===== config.mk =====
export PLATFORM = sky130hd
export DESIGN_NAME = frame_strobe_writer_flat
export DESIGN_NICKNAME = d
export VERILOG_FILES = /design/src/rtl/frame_strobe_writer_if.sv /design/src/rtl/frame_strobe_writer.sv /design/src/flat_wrapper.sv
export SDC_FILE = /design/constraint.sdc
export NUM_CORES = 1
export LEC_CHECK = 0
export ABC_CLOCK_PERIOD_IN_PS = 2500
export CAP_MARGIN = 30
export CORE_MARGIN = 4
export CORE_UTILIZATION = 47
export CTS_CLUSTER_DIAMETER = 30
export DETAILED_ROUTE_END_ITERATION = 6
export PLACE_DENSITY = 0.76
export SYNTH_ARGS = -nofsm -noshare
export SYNTH_HDL_FRONTEND = slang
export SYNTH_SLANG_ARGS = --single-unit

===== constraint.sdc =====
create_clock -name UserCLK -period 2.5 [get_ports UserCLK]
set_clock_uncertainty 0.15 [all_clocks]
set_input_delay 0.5 -clock UserCLK [delete_from_list [all_inputs] [get_ports UserCLK]]
set_output_delay 0.5 -clock UserCLK [all_outputs]
set_load 0.01 [all_outputs]

===== src/rtl/frame_strobe_writer_if.sv =====
// Word stream from the bitstream loader into the column-top frame writer.
interface frame_strobe_writer_if;
  logic [31:0] s_data;
  logic        s_valid;
  logic        s_ready;

  modport master (output s_data, output s_valid, input s_ready);
  modport slave  (input s_data, input s_valid, output s_ready);
endinterface


===== src/rtl/frame_strobe_writer.sv =====
// Column-top configuration writer: assembles header + NumRows data words into
// FrameData, then pulses one FrameStrobe bit with one cycle of setup and hold.
//
// state  | meaning
// IDLE   | waiting for a header word
// LOAD   | capturing data rows into FrameData
// SETUP  | FrameData stable, strobe low
// STROBE | FrameStrobe[idx] high for StrobeCycles cycles
// HOLD   | strobe low, FrameData held, frame counted
module frame_strobe_writer #(
  parameter int MaxFramesPerCol = 20,
  parameter int FrameBitsPerRow = 32,
  parameter int NumRows         = 4,
  parameter int StrobeCycles    = 2
) (
  input  logic                               UserCLK,
  input  logic                               resetn,
  frame_strobe_writer_if.slave               stream,
  output logic [NumRows*FrameBitsPerRow-1:0] FrameData,
  output logic [MaxFramesPerCol-1:0]         FrameStrobe,
  output logic                               busy,
  output logic [15:0]                        frames_done,
  output logic                               err_sticky
);

  localparam int RowW = (NumRows > 1) ? $clog2(NumRows) : 1;

  typedef enum logic [2:0] {IDLE, LOAD, SETUP, STROBE, HOLD} state_t;

  state_t          state_q, state_d;
  logic [4:0]      idx_q;
  logic [RowW-1:0] row_q;
  logic [3:0]      strb_q;
  logic            armed_q;
  logic            s_ready_q;
  logic            hs;
  logic            hdr_ok;
  logic            last_row;
  logic            strb_tc;

  assign stream.s_ready = s_ready_q;
  assign hs       = stream.s_valid && s_ready_q;
  assign hdr_ok   = stream.s_data[31] &&
                    ({27'd0, stream.s_data[4:0]} < 32'(MaxFramesPerCol));
  assign last_row = (row_q == RowW'(NumRows - 1));
  assign strb_tc  = (strb_q == 4'd0);

  // Next-state decode.
  always_comb begin
    state_d = state_q;
    case (state_q)
      IDLE:    if (hs && hdr_ok) state_d = LOAD;
      LOAD:    if (hs && last_row) state_d = SETUP;
      SETUP:   state_d = STROBE;
      STROBE:  if (strb_tc) state_d = HOLD;
      HOLD:    state_d = IDLE;
      default: state_d = IDLE;
    endcase
  end

  // State, datapath and registered outputs (outputs follow the next state).
  always_ff @(posedge UserCLK) begin
    if (!resetn) begin
      state_q     <= IDLE;
      idx_q       <= '0;
      row_q       <= '0;
      strb_q      <= '0;
      armed_q     <= 1'b0;
      s_ready_q   <= 1'b0;
      busy        <= 1'b0;
      FrameData   <= '0;
      FrameStrobe <= '0;
      frames_done <= '0;
      err_sticky  <= 1'b0;
    end else begin
      state_q <= state_d;
      // s_ready stays low one extra edge after reset release
      armed_q   <= 1'b1;
      s_ready_q <= armed_q && ((state_d == IDLE) || (state_d == LOAD));
      busy      <= (state_d == SETUP) || (state_d == STROBE) || (state_d == HOLD);
      FrameStrobe <= (state_d == STROBE) ? (MaxFramesPerCol'(1) << idx_q) : '0;

      case (state_q)
        IDLE: begin
          if (hs) begin
            if (hdr_ok) begin
              idx_q <= stream.s_data[4:0];
              row_q <= '0;
            end else begin
              err_sticky <= 1'b1;
            end
          end
        end
        LOAD: begin
          if (hs) begin
            FrameData[row_q*FrameBitsPerRow +: FrameBitsPerRow] <= stream.s_data;
            row_q <= row_q + RowW'(1);
          end
        end
        SETUP:  strb_q <= 4'(StrobeCycles - 1);
        STROBE: if (!strb_tc) strb_q <= strb_q - 4'd1;
        HOLD:   frames_done <= frames_done + 16'd1;
        default: ;
      endcase
    end
  end

endmodule

===== src/flat_wrapper.sv =====
// flat-port wrapper written by rule: the top's interface ports become plain ports
module frame_strobe_writer_flat 
#(
  parameter int MaxFramesPerCol = 20,
  parameter int FrameBitsPerRow = 32,
  parameter int NumRows         = 4,
  parameter int StrobeCycles    = 2
)
  (UserCLK, resetn, FrameData, FrameStrobe, busy, frames_done, err_sticky, stream_s_data, stream_s_valid, stream_s_ready);
  frame_strobe_writer_if stream_i ();
  input  logic UserCLK;
  input  logic resetn;
  output logic [NumRows*FrameBitsPerRow-1:0] FrameData;
  output logic [MaxFramesPerCol-1:0] FrameStrobe;
  output logic busy;
  output logic [15:0] frames_done;
  output logic err_sticky;
  input wire logic [$bits(stream_i.s_data)-1:0] stream_s_data;
  input wire logic [$bits(stream_i.s_valid)-1:0] stream_s_valid;
  output wire logic [$bits(stream_i.s_ready)-1:0] stream_s_ready;
  assign stream_i.s_data = stream_s_data;
  assign stream_i.s_valid = stream_s_valid;
  assign stream_s_ready = stream_i.s_ready;
  frame_strobe_writer #(.MaxFramesPerCol(MaxFramesPerCol), .FrameBitsPerRow(FrameBitsPerRow), .NumRows(NumRows), .StrobeCycles(StrobeCycles)) u_core (.UserCLK(UserCLK), .resetn(resetn), .stream(stream_i), .FrameData(FrameData), .FrameStrobe(FrameStrobe), .busy(busy), .frames_done(frames_done), .err_sticky(err_sticky));
endmodule

==> flow_summary.ini <==
[run_status]
status = completed

[synth]
synth-edff-count = 0
synth-simple-area-share_pct = 26.45
yosysTopAreaCellShare_pct = 53.80
async_reset_ff_share_pct = 0
synth.largest_area_cell = dfxtp_1
synthCells = 801
avgSynthCellArea_sq_um = 8.455
synthDistinctLibCells = 39
synthAdderAreaFrac_pct = 1.478
yosysWarnings = 0
synth_xor_area_share_pct = 1.552
synth_ff_type = dfxtp_1
synth_top_family_by_area = simple AND/OR/NAND/NOR gates
synthMuxAreaShare_pct = 1.035
synth_compound_area_share_pct = 11.16
syn_area_sq_um = 6773
seq_area_frac_synth_pct = 53.80
syn-num-nets = 844
ys_ff_latch = 182
yosys-top-cells-area = dfxtp_1 54%, nand3_1 10%, a21oi_1 10%, nand2_1 7.9%, clkbuf_1 2.4%

[drt]
wl_um = 20220
vias_per_cell = 5.361
antenna_left = 0
dr.first_iter.drc_count = 424
wl_met3_um = 1907
wl_per_cell_um = 17.14
vias = 6326
route.layer.met1.wl_um = 8498
first_pass_iters = 5
top_layer = met4
drc = 0
wl_met2_um = 9614

[critical_path]
r2r-start = u_core.state_q[0]
critPathLaunchType = flip-flop
cpPeakStageDelay_ns = 0.61
required_ns = 2.69
crit_path_end_kind = flip-flop
cpLargestDelayFamily = simple AND/OR/NAND/NOR gates
crit_arrival_ns = 2.41
reg2reg_depth = 5
critPathKind = reg2reg
cp_num_buf_inv = 1
reg2reg_to = u_core.FrameData[14]
critical_path.max_fanout = 21
crit_chain = nor3b_1 > and4_1 > buf_4 > nand3_1 > a21oi_1
r2r_slack_ns = 0.27
cpMaxStageDelayCell = dfxtp_1

[floorplanning]
io_pins = 202
core_sq_um = 13990
row_count = 43
dieHeight_um = 128.0
fp.dieW_um = 128.0
die-area_sq_um = 16390
initial_core_util_pct = 48.42

[timing]
hold_viol_final = 0
rsz0062_at_grt = false
fmax_mhz = 448.7
setup_violations = 0
slew_headroom_pct = 44.51
setup-tns-final_ns = 0
min_period_over_period_pct = 89.15
tightestPinTransition_ns = 0.8323
maxSlewViolCount = 0
timing.final.crit_period_ns = 2.229

[place]
portBuffers = 201
dpl.hpwl_um = 13620
placed_area_sq_um = 9022
gp_congestion = 0.7955

[cts]
cts_tree = done
numCtsBuffers = 17
htree_num_levels = 4
path_clk_slew_ns = 0.06
cts-resized-gates = 0
root_buffer = clkbuf_16
clk_latency_ns = 0.42
ctsLongestPathBuffers = 2
cts_hold_buf = 0
post-cts-setup-buffers = 0
cts.sinks = 182

[grt]
grt_pass1_wl_um = 31980
grt_max_degree = 157
grt_pass1_vias = 6110
grt_overflow = 0
antenna_found_initial = 0
grt_use_total_pct = 24.51

[power_and_ir_drop]
peakVddDrop_v = 0.0006358
p_per_area_nw_per_um2 = 593.2
leakagePower_nw = 3.183

[cells_and_area]
drive_above_1_share_pct = 7.700
n_antenna_cell = 0
fin_area_sq_um = 9598
syn2layout_area_growth_pct = 41.71
nets = 1031

[worst_hold_path]
hp-class = reg2reg
whs_endpoint = u_core.stream.s_ready
min_path_cells = 2
worstHoldStart = u_core.armed_q

[run]
cap_violations = 0
-- cell usage after synthesis (all sizes together) (2+ instances only) --
library cell / n
nand2b: 2
nand3b: 2
ha: 8
clkbuf: 44
nand4b: 2
xnor2: 5
and4bb: 2
buf: 19
a31oi: 2
and4: 2
nor2: 36
and2: 2
or4: 4
nor4: 3
nand3: 139
mux2i: 7
and3: 5
nand4: 6
o31ai: 4
o21ai: 4
a21oi: 137
nand2: 142
nor3b: 5
nand4bb: 2
nor3: 15
dfxtp: 182
inv: 9
xor2: 7
-- cells in the final DEF, fill, tap and decap left out, drive strengths merged, types with 7 or more instances in the layout --
cell,instances
nor2,36
xor2,7
clkdlybuf4s50,201
a21oi,137
nor3,15
buf,30
ha,8
clkbuf,22
nand2,142
mux2i,7
dfxtp,182
inv,9
nand3,139
-- how the worst max path moves through the flow --
stage | startpoint | end | slack, ns | cells after the start
after floorplan | u_core.row_q[0] | u_core.FrameData[10] | 0.52 | 6
after global placement | stream_s_valid | u_core.FrameData[78] | 0.26 | 6
after detailed placement | stream_s_valid | u_core.FrameData[78] | 0.19 | 6
after CTS | u_core.state_q[0] | u_core.FrameData[14] | 0.32 | 5
after global routing | u_core.state_q[0] | u_core.FrameData[14] | 0.12 | 5
final | u_core.state_q[0] | u_core.FrameData[14] | 0.27 | 5
-- metal layers --
layer	track usage, %	vias up
met1	31.38	2955
met5	0	-
met3	8.708	15
met2	39.68	246
li1	-	3110
met4	6.117	0
-- state kept, by name (all words and copies together) (netlist names), 2 cells and up --
name	count
u_core.row_q	2
u_core.state_q	3
u_core.FrameStrobe	20
u_core.strb_q	4
u_core.FrameData	128
u_core.idx_q	5
u_core.frames_done	16
-- report_power, final --
group	switching (mW)	total [mW]	internal, mW	leakage (nW)
logic	0.108	0.180	0.0725	1.43
clock network	1.06	2.60	1.54	0.286
registers	0.00687	2.91	2.91	1.47
-- metrics by stage --
stage / instances / hold slack [ns] / utilization, % / setup WS, ns / total power, mW
4_1_cts: 1180 / 0.2901 / 68.61 / 0.3200 / 5.731
3_5_place_dp: 1149 / 0.2725 / 64.50 / 0.1883 / 3.154
2_1_floorplan: 801 / 0.2591 / - / 0.5237 / 3.034
6_report: 1180 / 0.2892 / 68.61 / 0.2713 / 5.694
5_1_grt: 1180 / 0.3153 / 68.61 / 0.1227 / 5.852
3_3_place_gp: 1149 / 0.2618 / 64.50 / 0.2597 / 3.155
-- logic make-up after synthesis --
| kind of cell | Yosys count |
|---|---|
| flops | 182 |
| buf+inv | 72 |
| fa+ha+maj | 8 |
| xor+xnor | 12 |
| mux | 7 |
| compound gates | 148 |
| simple gates | 372 |
-- final cells by class --
type | instances | area (sq um)
Fill cell | 1149 | 4390
Sequential cell | 182 | 3643
Multi-Input combinational cell | 547 | 2843
Timing Repair Buffer | 231 | 2275
Clock buffer | 22 | 474.2
Tap cell | 180 | 225.2
Clock inverter | 9 | 101.3
Inverter | 9 | 36.28
-- worst min-delay path: cells and delay by family, from the launching register on --
| family | cells | cell delay, ns |
|---|---|---|
| flops | 1 | 0.30 |
| simple gates | 2 | 0.10 |
No activity file was read; power rests on OpenSTA's default activity.
